--- config.mk ---
export PLATFORM = sky130hd
export DESIGN_NAME = mult_nxn_seq
export DESIGN_NICKNAME = d
export VERILOG_FILES = /design/src/rtl/mult_pkg.sv /design/src/rtl/mult_digit.sv /design/src/rtl/mult_nxn_seq.sv
export SDC_FILE = /design/constraint.sdc
export NUM_CORES = 1
export LEC_CHECK = 0
export CORE_MARGIN = 8
export CORE_UTILIZATION = 60
export CTS_CLUSTER_DIAMETER = 30
export DETAILED_ROUTE_END_ITERATION = 10
export PLACE_DENSITY = 0.8
export RECOVER_POWER = 25
export SLEW_MARGIN = 20
export SYNTH_ARGS = -nofsm -noshare
export SYNTH_HDL_FRONTEND = slang
export SYNTH_SLANG_ARGS = --single-unit
--- constraint.sdc ---
create_clock -name clk -period 16.5 [get_ports clk]
set_clock_uncertainty 0.1 [all_clocks]
set_input_delay 3.3 -clock clk [delete_from_list [all_inputs] [get_ports clk]]
set_output_delay 3.3 -clock clk [all_outputs]
set_load 0.02 [all_outputs]
--- src/rtl/mult_pkg.sv ---
// Shared types and default sizing for the digit-serial multiplier.
package mult_pkg;

    localparam int WIDTH_DEF = 32;
    localparam int DIGIT_DEF = 16;

    typedef enum logic [1:0] {
        IDLE,
        CALC,
        FIX
    } state_t;

endpackage

--- src/rtl/mult_digit.sv ---
// Combinational unsigned DIGIT x DIGIT multiply.
module mult_digit #(
    parameter int DIGIT = 16
) (
    input  logic [DIGIT-1:0]   x,
    input  logic [DIGIT-1:0]   y,
    output logic [2*DIGIT-1:0] p
);

    assign p = x * y;

endmodule

--- src/rtl/mult_nxn_seq.sv ---
// Sequential WIDTHxWIDTH multiplier: one DIGITxDIGIT partial product per cycle,
// sign handled by magnitude capture and a final negate.
module mult_nxn_seq
    import mult_pkg::*;
#(
    parameter int WIDTH = WIDTH_DEF,
    parameter int DIGIT = DIGIT_DEF
) (
    input  logic               clk,
    input  logic               reset_n,
    input  logic               start,
    input  logic               is_signed,
    input  logic [WIDTH-1:0]   a,
    input  logic [WIDTH-1:0]   b,
    output logic               busy,
    output logic               done,
    output logic [2*WIDTH-1:0] product
);

    localparam int N  = WIDTH / DIGIT;
    localparam int CW = (N > 1) ? $clog2(N) : 1;
    localparam int PW = 2 * WIDTH;
    localparam logic [CW-1:0] LAST = CW'(N - 1);

    state_t                  state_q, state_d;
    logic [N-1:0][DIGIT-1:0] a_q, a_d;
    logic [N-1:0][DIGIT-1:0] b_q, b_d;
    logic                    neg_q, neg_d;
    logic [CW-1:0]           i_q, i_d;
    logic [CW-1:0]           j_q, j_d;
    logic [PW-1:0]           acc_q, acc_d;
    logic [PW-1:0]           prod_q, prod_d;
    logic                    done_q, done_d;

    logic [DIGIT-1:0]   a_dig;
    logic [DIGIT-1:0]   b_dig;
    logic [2*DIGIT-1:0] pp;
    logic [PW-1:0]      pp_sh;
    logic [WIDTH-1:0]   a_mag;
    logic [WIDTH-1:0]   b_mag;

    assign a_dig = a_q[i_q];
    assign b_dig = b_q[j_q];

    mult_digit #(
        .DIGIT(DIGIT)
    ) u_digit (
        .x(a_dig),
        .y(b_dig),
        .p(pp)
    );

    always_comb begin
        pp_sh = PW'(pp) << ((int'(i_q) + int'(j_q)) * DIGIT);
        // -2^(WIDTH-1) negates to itself, which is the correct unsigned magnitude
        a_mag = (is_signed && a[WIDTH-1]) ? -a : a;
        b_mag = (is_signed && b[WIDTH-1]) ? -b : b;

        state_d = state_q;
        a_d     = a_q;
        b_d     = b_q;
        neg_d   = neg_q;
        i_d     = i_q;
        j_d     = j_q;
        acc_d   = acc_q;
        prod_d  = prod_q;
        done_d  = 1'b0;

        unique case (state_q)
            IDLE: begin
                if (start) begin
                    a_d     = a_mag;
                    b_d     = b_mag;
                    neg_d   = is_signed & (a[WIDTH-1] ^ b[WIDTH-1]);
                    acc_d   = '0;
                    i_d     = '0;
                    j_d     = '0;
                    state_d = CALC;
                end
            end
            CALC: begin
                acc_d = acc_q + pp_sh;
                if (j_q == LAST) begin
                    j_d = '0;
                    if (i_q == LAST) begin
                        state_d = FIX;
                    end else begin
                        i_d = i_q + 1'b1;
                    end
                end else begin
                    j_d = j_q + 1'b1;
                end
            end
            FIX: begin
                prod_d  = neg_q ? -acc_q : acc_q;
                done_d  = 1'b1;
                state_d = IDLE;
            end
            default: state_d = IDLE;
        endcase
    end

    always_ff @(posedge clk or negedge reset_n) begin
        if (!reset_n) begin
            state_q <= IDLE;
            a_q     <= '0;
            b_q     <= '0;
            neg_q   <= 1'b0;
            i_q     <= '0;
            j_q     <= '0;
            acc_q   <= '0;
            prod_q  <= '0;
            done_q  <= 1'b0;
        end else begin
            state_q <= state_d;
            a_q     <= a_d;
            b_q     <= b_d;
            neg_q   <= neg_d;
            i_q     <= i_d;
            j_q     <= j_d;
            acc_q   <= acc_d;
            prod_q  <= prod_d;
            done_q  <= done_d;
        end
    end

    assign busy    = (state_q != IDLE);
    assign done    = done_q;
    assign product = prod_q;

endmodule

After elaboration in Yosys (flattened, before gate mapping)
Index checks and enable logic that the tools add are counted.
{"block": "word_totals", "ff_bits": 198, "in_bits": 68, "out_inout_bits": 66, "wordCells": 58}
{"block": "op_classes", "n_addsub": 7, "multipliers": 1, "order_cmp": 2, "eq_ne": 5, "n_shift": 1, "mux": 20, "bitwise": 2, "n_reduce_logical": 9}
{"operator": "64-bit two-way mux", "count": 2}
{"operator": "64-bit case mux with 2 select lines", "count": 1}
{"operator": "64-bit adder", "count": 1}
{"operator": "16-bit two-way mux", "count": 4}
{"operator": "32-bit two-way mux", "count": 2}
{"operator": "32-bit negator", "count": 2}
{"operator": "64-bit negator", "count": 1}
{"operator": "32-bit by 6-bit << shifter with 64-bit output", "count": 1}
{"operator": "16-bit by 16-bit multiplier with 32-bit output", "count": 1}
{"operator": "2-bit two-way mux", "count": 3}
{"operator": "2-bit != test (second input constant)", "count": 3}
{"operator": "3-bit AND reduction", "count": 2}
{"operator": "1-bit two-way mux", "count": 5}
{"operator": "1-bit by 2-bit < comparator with 1-bit output (second input constant)", "count": 2}
{"operator": "1-bit case mux with 2 select lines", "count": 2}
{"operator": "2-bit case mux with 2 select lines", "count": 1}
{"operator": "2-bit AND reduction", "count": 2}
{"operator": "2-bit nonzero test", "count": 2}
{"operator": "1-bit adder (second input constant)", "count": 2}
{"operator": "1-bit by 1-bit adder with 2-bit output", "count": 1}
{"operator": "2-bit by 1-bit == test with 1-bit output (second input constant)", "count": 1}
{"operator": "2-bit == test (second input constant)", "count": 1}
{"operator": "1-bit logical AND", "count": 2}
{"operator": "2-bit logical NOT", "count": 1}
{"operator": "other kinds (2)", "count": 2}

Logic depth before layout (Yosys ltp)
Gate-level depths: netlist of run 1.
{"block": "depth", "depth_word": 6, "ltp_mapped": 40, "mapped_depth_nobuf": 36}

Cells and area by module
A second synthesis of run 1 with hierarchy kept.
{"block": "hier_totals", "cells_unflattened": 2744, "area_unflattened_um2": 22965.8}
{"mod": "mult_nxn_seq", "instances": 1, "cells_each": 1747, "area_each_um2": 14418.8, "seq_area_each_um2": 4954.8}
{"mod": "mult_digit", "instances": 1, "cells_each": 997, "area_each_um2": 8546.9, "seq_area_each_um2": 0.0}

Worst setup path after synthesis of run 1
OpenSTA, ideal clock, no wires.
{"block": "synth_path", "path_kind": "register to register", "start": "reg i_q", "end": "reg acc_q[62]", "setup_time_ns": 0.069, "t_arrival_ns": 9.879, "required_ns": 16.331, "slack_ns": 6.452, "stages_incl_launch_ff": 38, "n_path_buf": 4, "synth_period_minus_slack_ns": 10.048, "path_cell_list": "dfrtp_1 -> clkbuf_1 -> clkbuf_1 -> buf_1 -> mux2i_1 -> nor2_1 -> fa_1 -> inv_1 -> fa_1 -> fa_1 -> inv_1 -> fa_1 -> fa_1 -> inv_1 -> fa_1 -> inv_1 -> ha_1 -> a211oi_1 -> [2 not listed] -> a21o_1 -> a311o_1 -> or2_2 -> a31oi_1 -> xor2_1 -> mux2_2 -> nor2_1 -> ha_1 -> clkbuf_1 -> nand2_1 -> o21ai_0 -> or3b_1 -> a211oi_1 -> o41ai_1 -> o211ai_1 -> a311oi_1 -> or4_1 -> nand3_1"}
{"block": "synth_via", "elab_chain_len": 6, "word_cells_on_any_way": 7, "classes_between": "add/sub: 2; mul: 1; shift: 1; mux: 3"}
{"element": "start, declared", "line": "mult_nxn_seq.sv:29", "text": "logic [CW-1:0] i_q, i_d;"}
{"element": "start signal, assigned", "line": "mult_nxn_seq.sv:119", "text": "i_q <= i_d;"}
{"element": "16-bit two-way mux (implied by the code) (2 in a row)", "line": "mult_nxn_seq.sv:42", "text": "assign a_dig = a_q[i_q];"}
{"element": "16-bit by 16-bit multiplier with 32-bit output", "line": "mult_digit.sv:10", "text": "assign p = x * y;"}
{"element": "32-bit by 6-bit << shifter with 64-bit output (*)", "line": "mult_nxn_seq.sv:54", "text": "pp_sh = PW'(pp) << ((int'(i_q) + int'(j_q)) * DIGIT);"}
{"element": "64-bit adder (*)", "line": "mult_nxn_seq.sv:82", "text": "acc_d = acc_q + pp_sh;"}
{"element": "64-bit case mux with 2 select lines (*)", "line": "mult_nxn_seq.sv:69", "text": "unique case (state_q)"}
{"element": "end signal, assigned", "line": "mult_nxn_seq.sv:111", "text": "acc_q <= '0;"}
{"element": "end signal, assigned", "line": "mult_nxn_seq.sv:121", "text": "acc_q <= acc_d;"}
{"element": "end, declared", "line": "mult_nxn_seq.sv:31", "text": "logic [PW-1:0] acc_q, acc_d;"}
Mark *: on every way between the ends. The rest lies on a longest branch, timed or not. The select of a mux whose other input is x is not followed.
A chain may end at the register's enable or synchronous reset.

Worst setup path in the final report of run 1
{"block": "layout_path", "start": "reg i_q", "end": "reg acc_q[61]"}
The elaborated chain is that of the path after synthesis.

==> qor.json, run 1 <==
{
  "layout": {
    "layout.area.seq_um2": 4960,
    "layout-drive-gt1-share_pct": 4.02,
    "final_nets": 3204,
    "finish.utilization_pct": 66.5,
    "antenna-diode-count": 0,
    "area_growth_from_synthesis_to_final_layout_pct": 9.93,
    "fillers": 3144,
    "area_taken_by_multi_input_logic_gates_um2": 16200
  },
  "sta": {
    "worstMarginPinSlew_ns": 6.25,
    "finalSetupViolations": 0,
    "post-route-period-util_pct": 66.3,
    "grt_setup_unrepaired": "false",
    "timing.final.crit_period_ns": 10.94,
    "fin_tns_setup_ns": 0,
    "fmax_achieved_mhz": 91.4,
    "slew_violations": 298,
    "tightest_slew_margin_relative_to_the_limit_pct": -317,
    "final-hold-violation-count": 0
  },
  "synthesis": {
    "postSynth.asyncResetShare_pct": 100,
    "library_cells_used_by_synthesis": 73,
    "syn_area_um2": 22600,
    "yosysMostFrequentCell": "sky130_fd_sc_hd__nand2_1",
    "synth_area_leader_cell": "sky130_fd_sc_hd__dfrtp_1",
    "synth_top_cell_area_share_pct": 22.0,
    "synthCells": 2709,
    "synth-edff-count": 0,
    "synth.yosys.seq_area_share_pct": 22.0,
    "synth_nets": 3143,
    "synth.cells.most_frequent": "sky130_fd_sc_hd__nand2_1, sky130_fd_sc_hd__inv_1, sky130_fd_sc_hd__o21ai_0, sky130_fd_sc_hd__nor2_1, sky130_fd_sc_hd__dfrtp_1",
    "synthesis.yosys.warnings": 0,
    "syn_area_per_cell_um2": 8.33,
    "ys.flop_type": "sky130_fd_sc_hd__dfrtp_1",
    "yosys_register_bits": 198,
    "synth.area.top_cells": "sky130_fd_sc_hd__dfrtp_1, sky130_fd_sc_hd__fa_1, sky130_fd_sc_hd__ha_1, sky130_fd_sc_hd__nand2_1, sky130_fd_sc_hd__o21ai_0"
  },
  "floorplan": {
    "floorplan.initialDensity_pct": 60.5,
    "fp.dieArea_um2": 44100,
    "floorplan.die.height_um": 210,
    "pin_count": 134,
    "placement_rows": 71,
    "die-width_um": 210,
    "coreArea_um2": 37300
  },
  "routing": {
    "via_count": 19700,
    "final_antenna_net_count": 0,
    "wl_per_cell_um": 20.0,
    "totalWireLength_mm": 65.1,
    "post-route-drc-count": 0,
    "dr.pass1.iters": 5,
    "drt-vias-per-instance": 6.05,
    "detail_route.iter0.violations": 1526
  },
  "clock_network": {
    "post-cts-setup-buffers": 0,
    "tritoncts.num_buffers": 17,
    "cts_max_level": 4,
    "tritoncts": "built",
    "cts.path.max_buffers": 2,
    "cts-resized-gates": 0,
    "clkSinkCount": 198,
    "clockRootBuffer": "sky130_fd_sc_hd__clkbuf_16",
    "insertion_delay_ns": 0.48,
    "path_clk_slew_ns": 0.08,
    "cts_hold_repair.buffers": 0
  },
  "job": {
    "max_cap_violations": 3
  },
  "grt": {
    "grt_max_degree": 126,
    "wire_length_of_the_first_global_routing_pass_mm": 105,
    "globalRouteOverflowTotal": 0,
    "grt_pass1_vias": 19800,
    "grt_antenna_before_repair": 0,
    "groute.usage.overall_pct": 29.8
  },
  "setup_path": {
    "worstPathRequired_ns": 16.71,
    "cp_data_arrival_time_ns": 11.16,
    "critical-path-slowest-cell": "sky130_fd_sc_hd__o32ai_1",
    "critPathMaxStageDelay_ns": 0.78,
    "timing.setup.critical_path_class": "reg -> reg",
    "r2r_slack_ns": 5.56,
    "critical-path-top-delay-family": "adder cells",
    "crit_path_start_kind": "flop",
    "worstPathBufferInverterCount": 5,
    "end_kind": "flop",
    "cp_max_fo": 36,
    "cpMostUsedCell": "sky130_fd_sc_hd__fa_1"
  },
  "placement": {
    "dp_hpwl_mm": 52.5,
    "io_buffers": 133,
    "gp_congestion": 1.00
  },
  "min_path": {
    "hold_path_class": "reg -> reg"
  },
  "run_status": {
    "outcome": "finished with violations",
    "failed_checks": "capacitance limit, slew limit"
  }
}
[path summary, 6_finish.rpt]
kind	startpoint	cells after the start	endpoint
min reg2reg	neg_q	2	neg_q
min in group asynchronous	reset_n	1	product[11]
max in group asynchronous	reset_n	1	acc_q[43]
min	neg_q	2	neg_q
max	i_q	33	acc_q[61]
max reg2reg	i_q	33	acc_q[61]
[state kept, by name (all words and copies together), names as in the netlist]
signal	flops
done	1
a_q	32
state_q	2
product	64
j_q	1
acc_q	64
b_q	32
i_q	1
neg_q	1
[logic make-up (layout without fill, tap and decap cells)]
kind of cell / Yosys count / count (layout) / synth area share, %
fa+ha+maj: 366 / 366 / 26.8
buf+inv: 382 / 456 / 6.36
simple gates: 877 / 877 / 17.3
xor+xnor: 210 / 210 / 8.15
compound gates: 604 / 604 / 16.1
flops: 198 / 198 / 22.0
mux: 72 / 72 / 3.37
[routing by layer]
layer  GRT usage [%]  part of all wire [%]  vias up
li1                -                     -     9239
met1            37.4                    41     9525
met3            4.55                   6.2      175
met4            13.7                   4.8        0
met2            50.3                    48      768
met5               0                     0        -
[final cells by class]
cell class / instances / area share, %
Clock inverter: 11 / 0.429
Sequential cell: 198 / 20.0
Clock buffer: 21 / 1.86
Inverter: 267 / 4.04
Tap cell: 474 / 2.39
Timing Repair Buffer: 157 / 6.04
Multi-Input combinational cell: 2129 / 65.3
[placed cells by master, fill, tap and decap left out, types with 7 or more instances in the layout]
cell type,netlist,layout
sky130_fd_sc_hd__xor2_1,127,127
sky130_fd_sc_hd__or3_1,19,19
sky130_fd_sc_hd__mux2i_1,40,40
sky130_fd_sc_hd__dfrtp_1,198,197
sky130_fd_sc_hd__nor3_1,21,21
sky130_fd_sc_hd__xnor2_1,83,83
sky130_fd_sc_hd__and2_1,22,22
sky130_fd_sc_hd__o31ai_1,37,37
sky130_fd_sc_hd__nand4_1,21,21
sky130_fd_sc_hd__or4_1,14,14
sky130_fd_sc_hd__a31oi_1,17,17
sky130_fd_sc_hd__o22ai_1,16,16
sky130_fd_sc_hd__a21oi_1,120,120
sky130_fd_sc_hd__nor4_1,12,12
sky130_fd_sc_hd__clkdlybuf4s50_1,0,132
sky130_fd_sc_hd__nand2b_1,16,15
sky130_fd_sc_hd__mux2_2,32,32
sky130_fd_sc_hd__nand3_1,53,53
sky130_fd_sc_hd__a21o_1,43,43
sky130_fd_sc_hd__a22o_1,8,8
sky130_fd_sc_hd__buf_4,0,20
sky130_fd_sc_hd__and3_1,10,10
sky130_fd_sc_hd__o21ai_0,263,265
sky130_fd_sc_hd__o211ai_1,14,14
sky130_fd_sc_hd__nor2b_1,26,26
sky130_fd_sc_hd__ha_1,171,171
sky130_fd_sc_hd__nand2_1,419,418
sky130_fd_sc_hd__inv_1,266,266
sky130_fd_sc_hd__fa_1,195,195
sky130_fd_sc_hd__or2_2,13,13
sky130_fd_sc_hd__o21bai_1,24,24
sky130_fd_sc_hd__o41ai_1,17,17
sky130_fd_sc_hd__clkbuf_16,0,17
sky130_fd_sc_hd__a211oi_1,7,7
sky130_fd_sc_hd__nor2_1,209,208
[stage by stage]
stage | instances | cell area [µm²] | worst slack, ns | hold slack [ns]
floorplan | 2709 | 22600 | 6.45 | 0.344
global placement | 3225 | 24300 | 6.01 | 0.356
detailed placement | 3225 | 24300 | 5.84 | 0.361
CTS | 3257 | 24800 | 5.82 | 0.380
global route | 3257 | 24800 | 4.97 | 0.405
finish | 3257 | 24800 | 5.56 | 0.376
[worst reg2reg max path: cells and delay by family, from the launching register on]
| kind | cells | cell delay, ns |
|---|---|---|
| fa+ha+maj | 8 | 3.73 |
| simple gates | 7 | 1.66 |
| mux | 1 | 0.72 |
| flops | 1 | 0.34 |
| xor+xnor | 1 | 0.15 |
| compound gates | 11 | 3.45 |
| buf+inv | 5 | 0.65 |
Power of run 1 is not shown: default switching activity piles up to over one toggle a cycle in this logic, so the estimate is an artifact.
==> inputs of run 2 (changes only) <==
- CORE_UTILIZATION: 60 -> 56
- PLACE_DENSITY: 0.8 -> 0.79
- clock period: 16.5 -> 9.45 ns (I/O delays scaled with it)
==> qor.json, run 2 (synthesis results as in run 1) <==
{
  "setup_path": {
    "end_kind": "flop",
    "cp_max_fo": 7,
    "cpMostUsedCell": "sky130_fd_sc_hd__fa_1",
    "critical-path-slowest-cell": "sky130_fd_sc_hd__fa_1",
    "critPathMaxStageDelay_ns": 0.61,
    "crit_path_start_kind": "flop",
    "cp_data_arrival_time_ns": 9.63,
    "timing.setup.critical_path_class": "reg -> reg",
    "worst_reg_to_reg_path_cell_count": 37,
    "worstPathRequired_ns": 9.79
  },
  "floorplan": {
    "die-width_um": 217,
    "pin_count": 134,
    "fp.dieArea_um2": 47000,
    "floorplan.die.height_um": 217,
    "floorplan.initialDensity_pct": 56.8,
    "coreArea_um2": 39700,
    "placement_rows": 73
  },
  "placement": {
    "placedCellCount": 3500,
    "io_buffers": 133,
    "place_ws_ns": -0.162,
    "dp_hpwl_mm": 60.1,
    "gp_congestion": 0.993,
    "postPlaceCellArea_um2": 26100
  },
  "sta": {
    "tightest_slew_margin_relative_to_the_limit_pct": -330,
    "final-hold-violation-count": 0,
    "worstMarginPinSlew_ns": 6.44,
    "timing.final.crit_period_ns": 9.28,
    "post-route-period-util_pct": 98.2,
    "finalSetupViolations": 0,
    "finalWorstSetupSlack_ns": 0.166,
    "fin_tns_setup_ns": 0,
    "grt_setup_unrepaired": "true",
    "slew_violations": 292,
    "fmax_achieved_mhz": 108
  },
  "min_path": {
    "min_delay_path_depth": 2,
    "hold_path_class": "reg -> reg"
  },
  "layout": {
    "antenna-diode-count": 0,
    "layout.cells.non_filler": 3558,
    "layout-drive-gt1-share_pct": 15.3,
    "area_growth_from_synthesis_to_final_layout_pct": 22.3,
    "most-common-layout-cells": "sky130_fd_sc_hd__nand2_1, sky130_fd_sc_hd__inv_1, sky130_fd_sc_hd__buf_4",
    "final_nets": 3454,
    "design_area_um2": 27600,
    "layout.cells.most_common": "sky130_fd_sc_hd__nand2_1"
  },
  "clock_network": {
    "tritoncts.num_buffers": 17,
    "tritoncts": "built",
    "path_clk_slew_ns": 0.09,
    "cts_hold_repair.buffers": 0,
    "cts_max_level": 4,
    "clkSinkCount": 198,
    "insertion_delay_ns": 0.50,
    "clockRootBuffer": "sky130_fd_sc_hd__clkbuf_16",
    "cts.path.max_buffers": 2
  },
  "routing": {
    "wl_per_cell_um": 20.7,
    "final_antenna_net_count": 0,
    "via_count": 20800,
    "post-route-drc-count": 0,
    "drt-vias-per-instance": 5.84,
    "detail_route.iter0.violations": 1458,
    "totalWireLength_mm": 73.6,
    "dr.pass1.iters": 6
  },
  "grt": {
    "grt.met2_usage_pct": 55.8,
    "grt_max_degree": 125,
    "layer_with_the_highest_usage_after_global_routing": "met2",
    "globalRouteOverflowTotal": 0,
    "global_route.usage.met3_pct": 4.82,
    "grt.met1_usage_pct": 35.4,
    "grt_pass1_vias": 21100,
    "wire_length_of_the_first_global_routing_pass_mm": 114,
    "groute.usage.overall_pct": 30.6,
    "grt_antenna_before_repair": 0
  },
  "run_status": {
    "outcome": "finished with violations",
    "failed_checks": "capacitance limit, slew limit"
  },
  "job": {
    "max_cap_violations": 3
  }
}
[run 2: critical path, delay by kind of cell (launching register included)]
family | cells | cell delay (ns)
AOI/OAI and AO/OA | 11 | 1.83
xor gates and xnor gates | 1 | 0.24
adders and majority gates | 8 | 3.80
buffers and inverters | 7 | 0.72
DFF | 1 | 0.52
muxes | 2 | 0.49
and+or+nand+nor | 8 | 1.49
[run 2: layout make-up]
class,instances,area [µm²]
well taps,525,657
fillers,3246,12200
inverters,267,1000
flip-flops and latches,198,4960
clock inverters,15,185
repair buffers,407,3510
clock buffers,17,425
multi-input cells,2129,16800
[run 2: path summary, 6_finish.rpt]
check	start	slack, ns	endpoint
worst max-delay path	i_q	0.17	acc_q[62]
worst min-delay path	neg_q	0.38	neg_q
worst max register to register	i_q	0.17	acc_q[62]
worst min register to register	neg_q	0.38	neg_q
max in group asynchronous	reset_n	1.98	product[53]
min in group asynchronous	reset_n	3.67	product[21]
[run 2: layer usage]
metal | share of wire, % | wire length, µm
met1 | 39 | 28800
met2 | 51 | 37700
met5 | 0 | 0
met4 | 4.4 | 3240
met3 | 5.3 | 3880
[run 2: repair_timing]
action / 4_1_cts / 5_1_grt
pin swaps: 0 / 56
setup endpoints to repair: 14 / 32
resized for setup: 20 / 126
buffers inserted: 1 / 22
cloned: 0 / 3
[run 2: metrics by stage]
| step | hold WS [ns] | utilization [%] |
|---|---|---|
| after floorplan | 0.344 | - |
| after global placement | 0.356 | 65.6 |
| after detailed placement | 0.370 | 65.6 |
| after CTS | 0.388 | 67.4 |
| after global routing | 0.407 | 69.4 |
| final | 0.380 | 69.4 |
Power of run 2 is left out for the same reason.
==> inputs of run 3 (changes only) <==
--- a/constraint.sdc
+++ b/constraint.sdc
@@ -4,2 +4,2 @@
 set_output_delay 1.89 -clock clk [all_outputs]
-set_load 0.02 [all_outputs]
+set_load 0.05 [all_outputs]
==> results of run 3 <==
No change in the layout: final DEF, timing and power equal those of run 2.
Power of run 3 is left out for the same reason.
